[config.mk]
export PLATFORM = sky130hd
export DESIGN_NAME = exception_redirect_seq
export DESIGN_NICKNAME = d
export VERILOG_FILES = /design/src/rtl/exception_redirect_seq_pkg.sv /design/src/rtl/exception_redirect_seq_outst_counter.sv /design/src/rtl/exception_redirect_seq.sv
export SDC_FILE = /design/constraint.sdc
export NUM_CORES = 1
export LEC_CHECK = 0
export ABC_AREA = 1
export CORE_ASPECT_RATIO = 1.4
export CORE_MARGIN = 1
export CORE_UTILIZATION = 65
export DETAILED_ROUTE_END_ITERATION = 16
export DONT_BUFFER_PORTS = 1
export PLACE_DENSITY = 0.81
export SLEW_MARGIN = 15
export SYNTH_ARGS = -nofsm -noshare
export SYNTH_HDL_FRONTEND = slang
export SYNTH_SLANG_ARGS = --single-unit
[constraint.sdc]
create_clock -name clk -period 2.6 [get_ports clk]
set_input_delay 0.26 -clock clk [delete_from_list [all_inputs] [get_ports clk]]
set_output_delay 0.26 -clock clk [all_outputs]
set_load 0.005 [all_outputs]
[src/rtl/exception_redirect_seq_pkg.sv]
// -----------------------------------------------------------------------------
// exception_redirect_seq_pkg
//   Definitions shared between exception_ctrl and the redirect sequencer:
//   the sequencer state encoding and the exception handler entry vector.
//   This is the single home of those constants; other files import it.
// -----------------------------------------------------------------------------
package exception_redirect_seq_pkg;

    // Sequencer states, 2-bit encoding.
    typedef enum logic [1:0] {
        ST_IDLE     = 2'd0,
        ST_DRAIN    = 2'd1,
        ST_REDIRECT = 2'd2
    } seq_state_e;

    // General exception handler entry point (kseg1, BEV=1 style vector).
    localparam logic [31:0] EXC_HANDLER_PC = 32'hbfc0_0380;

    // Default width of each outstanding-transaction counter.
    localparam int OUTST_W_DEFAULT = 3;

endpackage : exception_redirect_seq_pkg

[src/rtl/exception_redirect_seq_outst_counter.sv]
// -----------------------------------------------------------------------------
// outst_counter
//   Tracks how many bus transactions have been requested but not yet
//   answered. One instance watches the instruction bus, another the data bus.
//
//   Ports
//     clk        in   clock, rising edge
//     rst        in   asynchronous reset, active low
//     req_fire   in   request handshake completed this cycle
//     resp_fire  in   response handshake completed this cycle
//     cnt        out  registered outstanding count
//     full       out  count is at its maximum (2^OUTST_W-1)
//     err        out  single-cycle pulse: underflow or overflow attempted
// -----------------------------------------------------------------------------
module outst_counter
    import exception_redirect_seq_pkg::*;
#(
    parameter int OUTST_W = OUTST_W_DEFAULT
) (
    input  logic               clk,
    input  logic               rst,
    input  logic               req_fire,
    input  logic               resp_fire,
    output logic [OUTST_W-1:0] cnt,
    output logic               full,
    output logic               err
);

    localparam logic [OUTST_W-1:0] CNT_MAX  = '1;
    localparam logic [OUTST_W-1:0] CNT_ZERO = '0;

    logic [OUTST_W-1:0] cnt_q;
    logic [OUTST_W-1:0] cnt_d;

    // NOTE: every signal written here gets a default before the case so that
    // no path leaves it unassigned, which would otherwise infer a latch.
    always_comb begin
        cnt_d = cnt_q;
        err   = 1'b0;
        unique case ({req_fire, resp_fire})
            2'b10: begin
                // Saturate instead of wrapping so the drain check never sees
                // a false zero; the caller learns of the overflow via err.
                if (cnt_q == CNT_MAX) err   = 1'b1;
                else                  cnt_d = cnt_q + 1'b1;
            end
            2'b01: begin
                if (cnt_q == CNT_ZERO) err   = 1'b1;
                else                   cnt_d = cnt_q - 1'b1;
            end
            // Idle, or request and response in the same cycle: no change,
            // even at the limits, since the net effect is zero.
            default: ;
        endcase
    end

    // NOTE: sequential state uses non-blocking assignments so every flop
    // samples the pre-edge values regardless of process ordering.
    always_ff @(posedge clk or negedge rst) begin
        if (!rst) cnt_q <= CNT_ZERO;
        else      cnt_q <= cnt_d;
    end

    assign cnt  = cnt_q;
    assign full = (cnt_q == CNT_MAX);

endmodule : outst_counter

[src/rtl/exception_redirect_seq.sv]
// -----------------------------------------------------------------------------
// exception_redirect_seq
//   Front-end sequencer that runs after exception_ctrl asserts
//   exception_pc_ena. It holds fetch, waits for both the instruction and the
//   data bus to drain, flags stale instruction responses for discard, and
//   finally offers a single PC redirect to the PC stage with valid/ready.
//
//   Ports
//     clk              in   clock, rising edge
//     rst              in   asynchronous reset, active low
//     exc_req          in   exception/eret redirect request
//     exc_pc    [31:0] in   redirect target, valid with exc_req
//     if_req_fire      in   instruction bus request handshake this cycle
//     if_resp_fire     in   instruction bus response handshake this cycle
//     dm_req_fire      in   data bus request handshake this cycle
//     dm_resp_fire     in   data bus response handshake this cycle
//     redirect_ready   in   PC stage accepts the redirect
//     fetch_hold       out  fetch must not issue (registered)
//     if_req_block     out  instruction counter full (combinational)
//     dm_req_block     out  data counter full (combinational)
//     if_resp_discard  out  current instruction response is stale (comb.)
//     redirect_valid   out  redirect_pc is valid (registered)
//     redirect_pc      out  latched redirect target (registered)
//     busy             out  sequencer not idle (registered)
//     protocol_err     out  sticky counter underflow/overflow flag
// -----------------------------------------------------------------------------
module exception_redirect_seq
    import exception_redirect_seq_pkg::*;
#(
    parameter int OUTST_W = OUTST_W_DEFAULT
) (
    input  logic        clk,
    input  logic        rst,
    input  logic        exc_req,
    input  logic [31:0] exc_pc,
    input  logic        if_req_fire,
    input  logic        if_resp_fire,
    input  logic        dm_req_fire,
    input  logic        dm_resp_fire,
    input  logic        redirect_ready,
    output logic        fetch_hold,
    output logic        if_req_block,
    output logic        dm_req_block,
    output logic        if_resp_discard,
    output logic        redirect_valid,
    output logic [31:0] redirect_pc,
    output logic        busy,
    output logic        protocol_err
);

    // ------------------------------------------------------------------
    // Outstanding-transaction tracking
    // ------------------------------------------------------------------
    logic [OUTST_W-1:0] if_cnt;
    logic [OUTST_W-1:0] dm_cnt;
    logic               if_full;
    logic               dm_full;
    logic               if_err;
    logic               dm_err;

    outst_counter #(.OUTST_W(OUTST_W)) u_if_cnt (
        .clk       (clk),
        .rst       (rst),
        .req_fire  (if_req_fire),
        .resp_fire (if_resp_fire),
        .cnt       (if_cnt),
        .full      (if_full),
        .err       (if_err)
    );

    outst_counter #(.OUTST_W(OUTST_W)) u_dm_cnt (
        .clk       (clk),
        .rst       (rst),
        .req_fire  (dm_req_fire),
        .resp_fire (dm_resp_fire),
        .cnt       (dm_cnt),
        .full      (dm_full),
        .err       (dm_err)
    );

    // ------------------------------------------------------------------
    // State and registered outputs
    // ------------------------------------------------------------------
    seq_state_e  state_q,          state_d;
    logic [31:0] redirect_pc_q,    redirect_pc_d;
    logic        fetch_hold_q,     fetch_hold_d;
    logic        redirect_valid_q, redirect_valid_d;
    logic        busy_q,           busy_d;
    logic        protocol_err_q,   protocol_err_d;

    logic        buses_idle;
    logic        fire_pending;

    // Registered counts of zero alone are not enough: a fire in this cycle
    // would change them at the edge, so the drain completes only in a
    // cycle that is quiet on both buses.
    assign fire_pending = if_req_fire | if_resp_fire | dm_req_fire | dm_resp_fire;
    assign buses_idle   = (if_cnt == '0) && (dm_cnt == '0) && !fire_pending;

    // Process 1: state register and registered outputs.
    always_ff @(posedge clk or negedge rst) begin
        if (!rst) begin
            state_q          <= ST_IDLE;
            redirect_pc_q    <= 32'h0;
            fetch_hold_q     <= 1'b0;
            redirect_valid_q <= 1'b0;
            busy_q           <= 1'b0;
            protocol_err_q   <= 1'b0;
        end else begin
            state_q          <= state_d;
            redirect_pc_q    <= redirect_pc_d;
            fetch_hold_q     <= fetch_hold_d;
            redirect_valid_q <= redirect_valid_d;
            busy_q           <= busy_d;
            protocol_err_q   <= protocol_err_d;
        end
    end

    // Process 2: next state. A new exc_req wins in every state, so the
    // latest target is always the one eventually redirected to.
    always_comb begin
        state_d       = state_q;
        redirect_pc_d = exc_req ? exc_pc : redirect_pc_q;
        unique case (state_q)
            ST_IDLE: begin
                if (exc_req) state_d = ST_DRAIN;
            end
            ST_DRAIN: begin
                if (!exc_req && buses_idle) state_d = ST_REDIRECT;
            end
            ST_REDIRECT: begin
                if (exc_req)             state_d = ST_DRAIN;
                else if (redirect_ready) state_d = ST_IDLE;
            end
            default: state_d = ST_IDLE;
        endcase
    end

    // Process 3: outputs. The registered ones are decoded from the next
    // state so they change on the same edge as the state itself.
    always_comb begin
        fetch_hold_d     = (state_d != ST_IDLE);
        busy_d           = (state_d != ST_IDLE);
        redirect_valid_d = (state_d == ST_REDIRECT);
        protocol_err_d   = protocol_err_q | if_err | dm_err;
    end

    // Any instruction returning once the exception is known belongs to the
    // old stream. Data responses are never dropped: stores must complete.
    assign if_resp_discard = if_resp_fire & (exc_req | (state_q != ST_IDLE));

    assign if_req_block    = if_full;
    assign dm_req_block    = dm_full;
    assign fetch_hold      = fetch_hold_q;
    assign redirect_valid  = redirect_valid_q;
    assign redirect_pc     = redirect_pc_q;
    assign busy            = busy_q;
    assign protocol_err    = protocol_err_q;

endmodule : exception_redirect_seq
==> results.json <==
{
  "place_inst": 270,
  "setup_slack_ps": 1260,
  "tns_ps": 0,
  "final.min_clock_period_ps": 1340,
  "cts_root_buf": "clkbuf_8",
  "skew_ps": 5.35,
  "drive_above_1_share": 0.0700,
  "routabilityCongestion": 0.745,
  "critPathLaunchType": "flop",
  "drtIter0Drc": 41,
  "slew_viol_final": 0,
  "synthesis.instances": 241,
  "p_sw_frac": 0.315,
  "avgSynthCellArea_um2": 8.20,
  "grt_overflow_total": 0,
  "hold_start": "exc_pc[17]",
  "worstRegToRegCells": 5,
  "place_ws_ps": 1240,
  "numCtsBuffers": 5,
  "yosysWarnings": 0,
  "power.internal_mw": 1.19,
  "ir_worst_vdd_uv": 594,
  "final_common_cell": "nand2_1",
  "path_class": "reg -> reg",
  "synth_top_cell_by_area": "dfrtp_1",
  "port_buffers": 0,
  "p_comb_frac": 0.208,
  "r2r-end": "u_dm_cnt.cnt[1]$_DFFE_PN0P_",
  "rsz0062_at_grt": "no",
  "fmax_ghz": 0.746,
  "cp_data_required_time_ps": 2780,
  "drt_pass1_iterations": 4,
  "instances_no_fill": 280,
  "min_path_type": "in -> reg",
  "cts_buffer_depth": 2,
  "tightest_slew_ps": 233,
  "die-area_um2": 3270,
  "power.density_nw_per_um2": 822,
  "switchingPower_mw": 0.548,
  "crit_path_end": "u_dm_cnt.cnt[1]$_DFFE_PN0P_",
  "nets": 289,
  "path_max_fanout": 4,
  "routed_wl_mm": 3.60,
  "crit_arrival_ps": 1520,
  "clk_pin_slew_worst_paths_ps": 80,
  "fin_crit_sh": 0.516,
  "synth_seq_cells": 43,
  "wl_per_cell_um": 12.9,
  "yosysUniqueCellTypes": 21,
  "place_hpwl_mm": 2.58,
  "fp.dieH_um": 67.3,
  "pin_count": 79,
  "final_cell_mix": "nand2_1, dfrtp_1, inv_1",
  "initial_core_util": 0.687,
  "leakagePower_nw": 1.20,
  "num_vias": 1475,
  "vias_per_cell": 5.27,
  "syn-num-nets": 288,
  "rows": 23,
  "pwr-share-seq": 0.501,
  "hold_violations": 0,
  "seq_area_frac_synth": 0.544,
  "rr_startpoint": "u_dm_cnt.cnt[0]$_DFFE_PN0P_",
  "grt_max_degree": 44,
  "detail-route-antenna-nets": 0,
  "syn_area_um2": 1980,
  "end_kind": "flop",
  "status": "completed",
  "htree_levels": 2,
  "grt_usage": 0.234,
  "die_w_um": 48.6,
  "setup_viol": 0,
  "grt_pass1_wl_mm": 5.82,
  "diodes": 0,
  "drc": 0,
  "grt_pass1_vias": 1403,
  "crit_start": "u_dm_cnt.cnt[0]$_DFFE_PN0P_",
  "clkPwrFrac": 0.291,
  "yosysTopAreaCellShare": 0.544,
  "ctsResizeCount": 0,
  "cap_violations": 0,
  "clock_sinks": 43,
  "fp.coreArea_um2": 2880,
  "slew_headroom": 0.843,
  "antenna_found_initial": 0,
  "synth_area_leaders": "dfrtp_1, nand2_1, inv_1",
  "areaGrowthSynthToFinish_pct": 7.09,
  "cts_tree": "built",
  "r2r_setup_slack_ps": 1260,
  "insertion_delay_ps": 290
}
## synth_stat cells (all sizes together)
library cell and count:
a21oi 1, buf 8, clkinv 1, dfrtp 43, fa 2, ha 5, inv 21, nand2 133
nand3 12, nand4 3, nor2 8, nor3 1, o21ai 2, o21bai 1
## critical path, stage by stage, from the launching register on
cell and delay, ps:
dfrtp_1 410, inv_1 120, fa_1 540, inv_1 40
nand4_1 70, nand2_1 50
## layout make-up
cell class	instances	area [µm²]
sequential	43	1080
timing repair buffer	2	30.0
clock buffer	5	68.8
multi-input combinational	168	764
inverter	22	87.6
tap	37	46.3
fill	244	761
clock inverter	3	43.8
## metrics by stage
stage / instance area [µm²] / utilization / hold slack, ps / power, mW
2_1_floorplan: 1980 / - / -35.6 / 1.17
3_3_place_gp: 1970 / 0.686 / -34.9 / 1.21
3_5_place_dp: 1970 / 0.686 / -34.8 / 1.23
4_1_cts: 2120 / 0.736 / 74.2 / 1.76
5_1_grt: 2120 / 0.736 / 72.3 / 1.87
6_report: 2120 / 0.736 / 80.4 / 1.74
## worst min-delay path by stage
| stage | end | slack, ps | depth (start not counted) |
|---|---|---|---|
| 2_1_floorplan | busy$_DFF_PN0_ | -40 | 0 |
| 3_3_place_gp | redirect_pc[11]$_DFFE_PN0P_ | -30 | 0 |
| 3_5_place_dp | redirect_pc[10]$_DFFE_PN0P_ | -30 | 0 |
| 4_1_cts | redirect_pc[17]$_DFFE_PN0P_ | 70 | 2 |
| 5_1_grt | redirect_pc[14]$_DFFE_PN0P_ | 70 | 2 |
| 6_report | redirect_pc[17]$_DFFE_PN0P_ | 80 | 2 |
## power groups by stage
| stage | combinational [mW] | clock [mW] | sequential, mW |
|---|---|---|---|
| final | 0.362 | 0.506 | 0.872 |
| after global placement | 0.331 | 0 | 0.882 |
| after detailed placement | 0.349 | 0 | 0.884 |
| after CTS | 0.366 | 0.518 | 0.872 |
| after floorplan | 0.313 | 0 | 0.861 |
| after global routing | 0.434 | 0.546 | 0.887 |
## per-layer routing
| metal | wire, µm | part of all wire | GRT usage | vias up |
|---|---|---|---|---|
| met3 | 222 | 0.062 | 0.0518 | 8 |
| met5 | 0 | 0 | 0 | - |
| met2 | 1800 | 0.50 | 0.413 | 56 |
| met1 | 1520 | 0.42 | 0.273 | 687 |
| li1 | - | - | - | 724 |
| met4 | 59 | 0.016 | 0.110 | 0 |
## state kept, by name (all words and copies together) (netlist names)
register and flops:
u_dm_cnt.cnt 3, u_if_cnt.cnt 3, busy 1, state_q 2
redirect_valid 1, redirect_pc 32, protocol_err 1
## kinds of logic (layout without fill, tap and decap cells)
family | after synthesis | after routing | share of synthesized area
AND/OR/NAND/NOR | 157 | 157 | 0.323
AO/OA/AOI/OAI | 4 | 4 | 0.0114
flip-flops | 43 | 43 | 0.544
adder cells (fa/ha/maj) | 7 | 7 | 0.0519
buffers and inverters | 30 | 32 | 0.0690
## what timing repair did
item | in CTS | in global routing
setup buffers | 0 | 0
hold endpoints to repair | 43 | 0
hold buffers | 2 | 0
Note: power is estimated with default switching activity, not from simulation.
